### src/rtl/sort_pkg.sv
// Shared definitions for the serial frame sorter: state encoding,
// sort-order names and the pointer-width helper.
package sort_pkg;

    localparam logic [1:0] ST_LOAD  = 2'd0;
    localparam logic [1:0] ST_SORT  = 2'd1;
    localparam logic [1:0] ST_DRAIN = 2'd2;

    typedef enum logic [1:0] {
        S_LOAD  = ST_LOAD,
        S_SORT  = ST_SORT,
        S_DRAIN = ST_DRAIN
    } state_t;

    localparam string COM_UP   = "UP";
    localparam string COM_DOWN = "DOWN";

    function automatic int ptr_width(input int depth);
        return $clog2(depth);
    endfunction

endpackage

### src/rtl/sort_frame_serial_com_logic.sv
// Combinational compare-exchange element: o_first gets the word that belongs
// in the lower slot for the selected order; equal words pass straight through.
module com_logic
    import sort_pkg::*;
#(
    parameter int    DATA_WIDTH = 64,
    parameter string COM_STYLE  = "UP"
) (
    input  logic [DATA_WIDTH-1:0] i_a,
    input  logic [DATA_WIDTH-1:0] i_b,
    output logic [DATA_WIDTH-1:0] o_first,
    output logic [DATA_WIDTH-1:0] o_second
);

    localparam bit ASCEND = (COM_STYLE == COM_UP);

    logic w_swap;

    // Strict compares, so ties never exchange.
    assign w_swap   = ASCEND ? (i_a > i_b) : (i_a < i_b);
    assign o_first  = w_swap ? i_b : i_a;
    assign o_second = w_swap ? i_a : i_b;

endmodule

### src/rtl/sort_frame_serial.sv
// Frame sorter: loads DEPTH words, runs DEPTH odd-even transposition phases
// in place, then streams the sorted frame out.
module sort_frame_serial
    import sort_pkg::*;
#(
    parameter int    DATA_WIDTH = 64,
    parameter int    DEPTH      = 8,
    parameter string COM_STYLE  = "UP"
) (
    input  logic                  clk,
    input  logic                  rst_n,
    input  logic                  in_valid,
    output logic                  in_ready,
    input  logic [DATA_WIDTH-1:0] in_data,
    output logic                  out_valid,
    input  logic                  out_ready,
    output logic [DATA_WIDTH-1:0] out_data,
    output logic                  out_last,
    output logic                  busy,
    output logic [1:0]            dbg_state
);

    localparam int            PW   = ptr_width(DEPTH);
    localparam logic [PW-1:0] LAST = PW'(DEPTH - 1);

    // Handshake: a word moves on an edge where valid && ready are both high;
    // ready/valid outputs come only from state, never from the partner's signal.
    state_t                r_state, w_next_state;
    logic [DATA_WIDTH-1:0] r_buf    [DEPTH];
    logic [DATA_WIDTH-1:0] w_even   [DEPTH];
    logic [DATA_WIDTH-1:0] w_odd    [DEPTH];
    logic [DATA_WIDTH-1:0] w_sorted [DEPTH];
    logic [PW-1:0]         r_wr_ptr, r_phase, r_rd_ptr;

    genvar gi;
    generate
        for (gi = 0; gi < DEPTH / 2; gi++) begin : g_even
            com_logic #(.DATA_WIDTH(DATA_WIDTH), .COM_STYLE(COM_STYLE)) u_cmp (
                .i_a      (r_buf[2*gi]),
                .i_b      (r_buf[2*gi+1]),
                .o_first  (w_even[2*gi]),
                .o_second (w_even[2*gi+1])
            );
        end
        for (gi = 0; gi < DEPTH / 2 - 1; gi++) begin : g_odd
            com_logic #(.DATA_WIDTH(DATA_WIDTH), .COM_STYLE(COM_STYLE)) u_cmp (
                .i_a      (r_buf[2*gi+1]),
                .i_b      (r_buf[2*gi+2]),
                .o_first  (w_odd[2*gi+1]),
                .o_second (w_odd[2*gi+2])
            );
        end
        for (gi = 0; gi < DEPTH; gi++) begin : g_sel
            assign w_sorted[gi] = r_phase[0] ? w_odd[gi] : w_even[gi];
        end
    endgenerate

    // End slots sit out the odd phase.
    assign w_odd[0]       = r_buf[0];
    assign w_odd[DEPTH-1] = r_buf[DEPTH-1];

    assign dbg_state = r_state;

    always_ff @(posedge clk or negedge rst_n) begin
        if (!rst_n) begin
            r_state <= S_LOAD;
        end else begin
            r_state <= w_next_state;
        end
    end

    always_comb begin
        w_next_state = r_state;
        in_ready     = 1'b0;
        out_valid    = 1'b0;
        out_last     = 1'b0;
        busy         = 1'b0;
        out_data     = '0;
        case (r_state)
            S_LOAD: begin
                in_ready = 1'b1;
                if (in_valid && (r_wr_ptr == LAST)) begin
                    w_next_state = S_SORT;
                end
            end
            S_SORT: begin
                busy = 1'b1;
                if (r_phase == LAST) begin
                    w_next_state = S_DRAIN;
                end
            end
            S_DRAIN: begin
                busy      = 1'b1;
                out_valid = 1'b1;
                out_data  = r_buf[r_rd_ptr];
                out_last  = (r_rd_ptr == LAST);
                if (out_ready && (r_rd_ptr == LAST)) begin
                    w_next_state = S_LOAD;
                end
            end
            default: w_next_state = S_LOAD;
        endcase
    end

    always_ff @(posedge clk or negedge rst_n) begin
        if (!rst_n) begin
            for (int k = 0; k < DEPTH; k++) begin
                r_buf[k] <= '0;
            end
            r_wr_ptr <= '0;
            r_phase  <= '0;
            r_rd_ptr <= '0;
        end else begin
            case (r_state)
                S_LOAD: begin
                    r_phase <= '0;
                    if (in_valid) begin
                        r_buf[r_wr_ptr] <= in_data;
                        r_wr_ptr        <= (r_wr_ptr == LAST) ? '0 : r_wr_ptr + 1'b1;
                    end
                end
                S_SORT: begin
                    r_buf    <= w_sorted;
                    r_phase  <= (r_phase == LAST) ? '0 : r_phase + 1'b1;
                    r_rd_ptr <= '0;
                end
                S_DRAIN: begin
                    if (out_ready) begin
                        r_rd_ptr <= (r_rd_ptr == LAST) ? '0 : r_rd_ptr + 1'b1;
                        if (r_rd_ptr == LAST) begin
                            r_wr_ptr <= '0;
                        end
                    end
                end
                default: begin
                    r_wr_ptr <= '0;
                end
            endcase
        end
    end

endmodule

### config.mk
export PLATFORM = sky130hd
export DESIGN_NAME = sort_frame_serial
export DESIGN_NICKNAME = d
export VERILOG_FILES = /design/src/rtl/sort_pkg.sv /design/src/rtl/sort_frame_serial_com_logic.sv /design/src/rtl/sort_frame_serial.sv
export SDC_FILE = /design/constraint.sdc
export NUM_CORES = 2
export LEC_CHECK = 0
export BUFFER_PORTS_ARGS = -buffer_cell sky130_fd_sc_hd__buf_2
export CAP_MARGIN = 20
export CORE_MARGIN = 8
export CORE_UTILIZATION = 66
export CTS_CLUSTER_DIAMETER = 60
export CTS_CLUSTER_SIZE = 28
export DETAILED_ROUTE_END_ITERATION = 16
export GPL_TIMING_DRIVEN = 0
export PLACE_DENSITY = 0.84
export SLEW_MARGIN = 20
export SYNTH_ARGS = -nofsm -noshare
export SYNTH_HDL_FRONTEND = slang
export SYNTH_SLANG_ARGS = --single-unit
### constraint.sdc
create_clock -name clk -period 9.5 [get_ports clk]
set_input_delay 1.9 -clock clk [delete_from_list [all_inputs] [get_ports clk]]
set_output_delay 1.9 -clock clk [all_outputs]
set_load 0.02 [all_outputs]
==> out/qor.csv <==
metric,value,unit
synth_cells,4175,
worstPathArrival,4.27,ns
track_usage,37.7,%
syn_avg_cell_area,10.2,µm²
coreArea,0.0642,mm²
die_height,270,µm
yosys_register_bits,523,
worst_pin_slew,1.32,ns
synth.largest_area_cell,dfrtp_1,
top_layer_used,met5,
synthToLayoutAreaGrowth,8.86,%
relSlewSlack,12.1,%
crit_path_top_delay_cell,buf_1,
post-synth-top-count-cell,dfrtp_1,
power_density,349,mW/mm²
num_vias,37489,
worst_path_largest_cell_delay,0.82,ns
finalSetupViolCount,0,
placementRows,93,
die_x,270,µm
yosysUniqueCellTypes,62,
power_leakage,0.0205,µW
worst-setup-path-type,reg2out,
rsz0062_at_grt,no,
viasPerCell,7.10,
initial_core_util,66.4,%
synth_top_cells_by_count,"dfrtp_1 (523), inv_1 (465), ha_1 (457)",
numCtsBuffers,49,
timing.setup.tns,0,ns
pin_count,138,
cts_tree,built,
grt_first_pass_wirelength,219000,µm
clock_path_buffers,3,
p_comb_share,60.1,%
required,7.60,ns
vdd_drop_max,0.000207,V
synthSimpleGateAreaFrac,6.00,%
met1_length,52300,µm
grt_pass1_vias,37041,
synth_area,0.0427,mm²
crit_path_end_kind,output pin,
hold_violations,0,
layout-drive-gt1-share,18.8,%
clkPwrFrac,13.1,%
ys_seq_area_share,30.7,%
synthFlopType,dfrtp_1,
path_clk_slew,0.08,ns
wl_met2,62200,µm
met3_length,16200,µm
first_pass_iters,6,
postRouteAntennaNets,0,
hpwlAfterDp,107000,µm
grt_max_degree,95,
gp_congestion,0.993,
internal_power,8170,µW
synth_top_area_share,30.7,%
cp_cell_sequence,clkbuf_1 > clkbuf_2 > buf_1 > mux4_2 > mux2i_1 > nor2b_1 > buf_2,
cap_violations,0,
synthAdderAreaFrac,13.4,%
clock_latency,0.65,ns
antenna_found_initial,4,
swShare,49.6,%
min_period,6.17,ns
synth_xor_area_share,0,%
fmax,162,MHz
synthMuxAreaShare,29.7,%
drc,0,
maxSlewViolCount,0,
cts.sinks,523,
p_seq_share,26.8,%
wl,142000,µm
ys_warn_count,0,
async_reset_ff_share,100,%
power.switching,8030,µW
grt_overflow,0,
root_buffer,clkbuf_16,
period_share,65.0,%
final_core_utilization,72.3,%
start_kind,register,
ctsHoldBuffers,0,
die_area,0.0731,mm²
finClkSkew,0.0428,ns
numPortBuffers,137,
cts_setup_buffers,0,
synthTopCellsByArea,"dfrtp_1 (31%), ha_1 (13%), mux2i_1 (11%)",
synth_edf_count,0,
synth_top_family_by_area,multiplexers,
syn_nets,4700,
drtIter0Drc,4792,
path_max_fanout,10,
fin_nets,4904,
htreeDepth,2,
wl_per_cell,27.0,µm
hp-class,reg2reg,
status,"complete, no violations",
synth_compound_gate_area_share,13.5,%
fillers,4564,
cts_resized,0,
-- power groups by stage --
stage	clock network (µW)	logic (µW)	registers [µW]
5_1_grt	2190	10400	4420
4_1_cts	2110	9420	4260
6_report	2110	9740	4350
3_5_place_dp	0	9320	4290
3_3_place_gp	0	8920	4250
2_1_floorplan	0	6640	3810
-- layer usage --
metal / GRT usage (%) / up-vias
li1: - / 16043
met1: 47.5 / 18478
met2: 56.5 / 2421
met3: 9.47 / 545
met4: 26.2 / 2
met5: 1.01 / -
-- sequential cells by signal, summed over array words and instances, names as in the netlist --
| signal | flops |
|---|---|
| r_wr_ptr | 3 |
| r_buf | 512 |
| dbg_state | 2 |
| r_rd_ptr | 3 |
| r_phase | 3 |
-- cell families after synthesis --
kind of cell / Yosys count
fa+ha+maj: 457
flops: 523
mux: 1028
compound gates: 954
simple gates: 496
buf+inv: 717
-- critical path, delay by kind of cell, from the launching register on --
kind | cells | cell delay (ns)
buffers and inverters | 4 | 2.31
muxes | 2 | 0.87
DFF | 1 | 0.36
and+or+nand+nor | 1 | 0.08
-- cells in the final DEF (no fill, tap or decap), types with 160 or more instances in the layout --
cell type  instances
inv_1            465
buf_2            173
clkbuf_1         163
mux2_2           332
nand2_1          160
o22ai_1          449
ha_1             457
a21oi_1          234
mux2i_1          448
dfrtp_1          523
-- worst paths after layout --
check	startpoint	end	slack, ns	cells after the start
setup / recovery	r_rd_ptr[0]	out_data[60]	3.33	7
hold reg to reg	r_phase[2]	r_phase[2]	0.52	1
hold / removal	r_phase[2]	r_phase[2]	0.52	1
setup reg to reg	r_buf[189]	r_buf[142]	3.99	12
max in group asynchronous	rst_n	r_buf[77]	6.68	4
min in group asynchronous	rst_n	r_buf[107]	1.11	1
-- final cells by class --
type | instances | area [µm²] | share of cell area (%)
plain buffers | 252 | 1120 | 2.42
flip-flops and latches | 523 | 13100 | 28.2
repair buffers | 153 | 1000 | 2.15
inverters | 465 | 1750 | 3.76
well taps | 855 | 1070 | 2.30
clock buffers | 57 | 1310 | 2.81
clock inverters | 31 | 343 | 0.738
multi-input cells | 2935 | 26800 | 57.6
diodes | 6 | 15.0 | 0.0323
-- stage by stage --
| step | hold WS, ns | setup WS [ns] | area, µm² | total power, µW | std cells |
|---|---|---|---|---|---|
| 2_1_floorplan | 0.467 | 5.46 | 42700 | 10500 | 4175 |
| 3_3_place_gp | 0.485 | -4.70 | 44400 | 13200 | 5167 |
| 3_5_place_dp | 0.491 | 4.12 | 44800 | 13600 | 5182 |
| 4_1_cts | 0.514 | 3.42 | 46400 | 15800 | 5270 |
| 5_1_grt | 0.532 | 3.21 | 46500 | 17000 | 5275 |
| 6_report | 0.521 | 3.33 | 46500 | 16200 | 5277 |
Power figures use the tool's default switching activity.
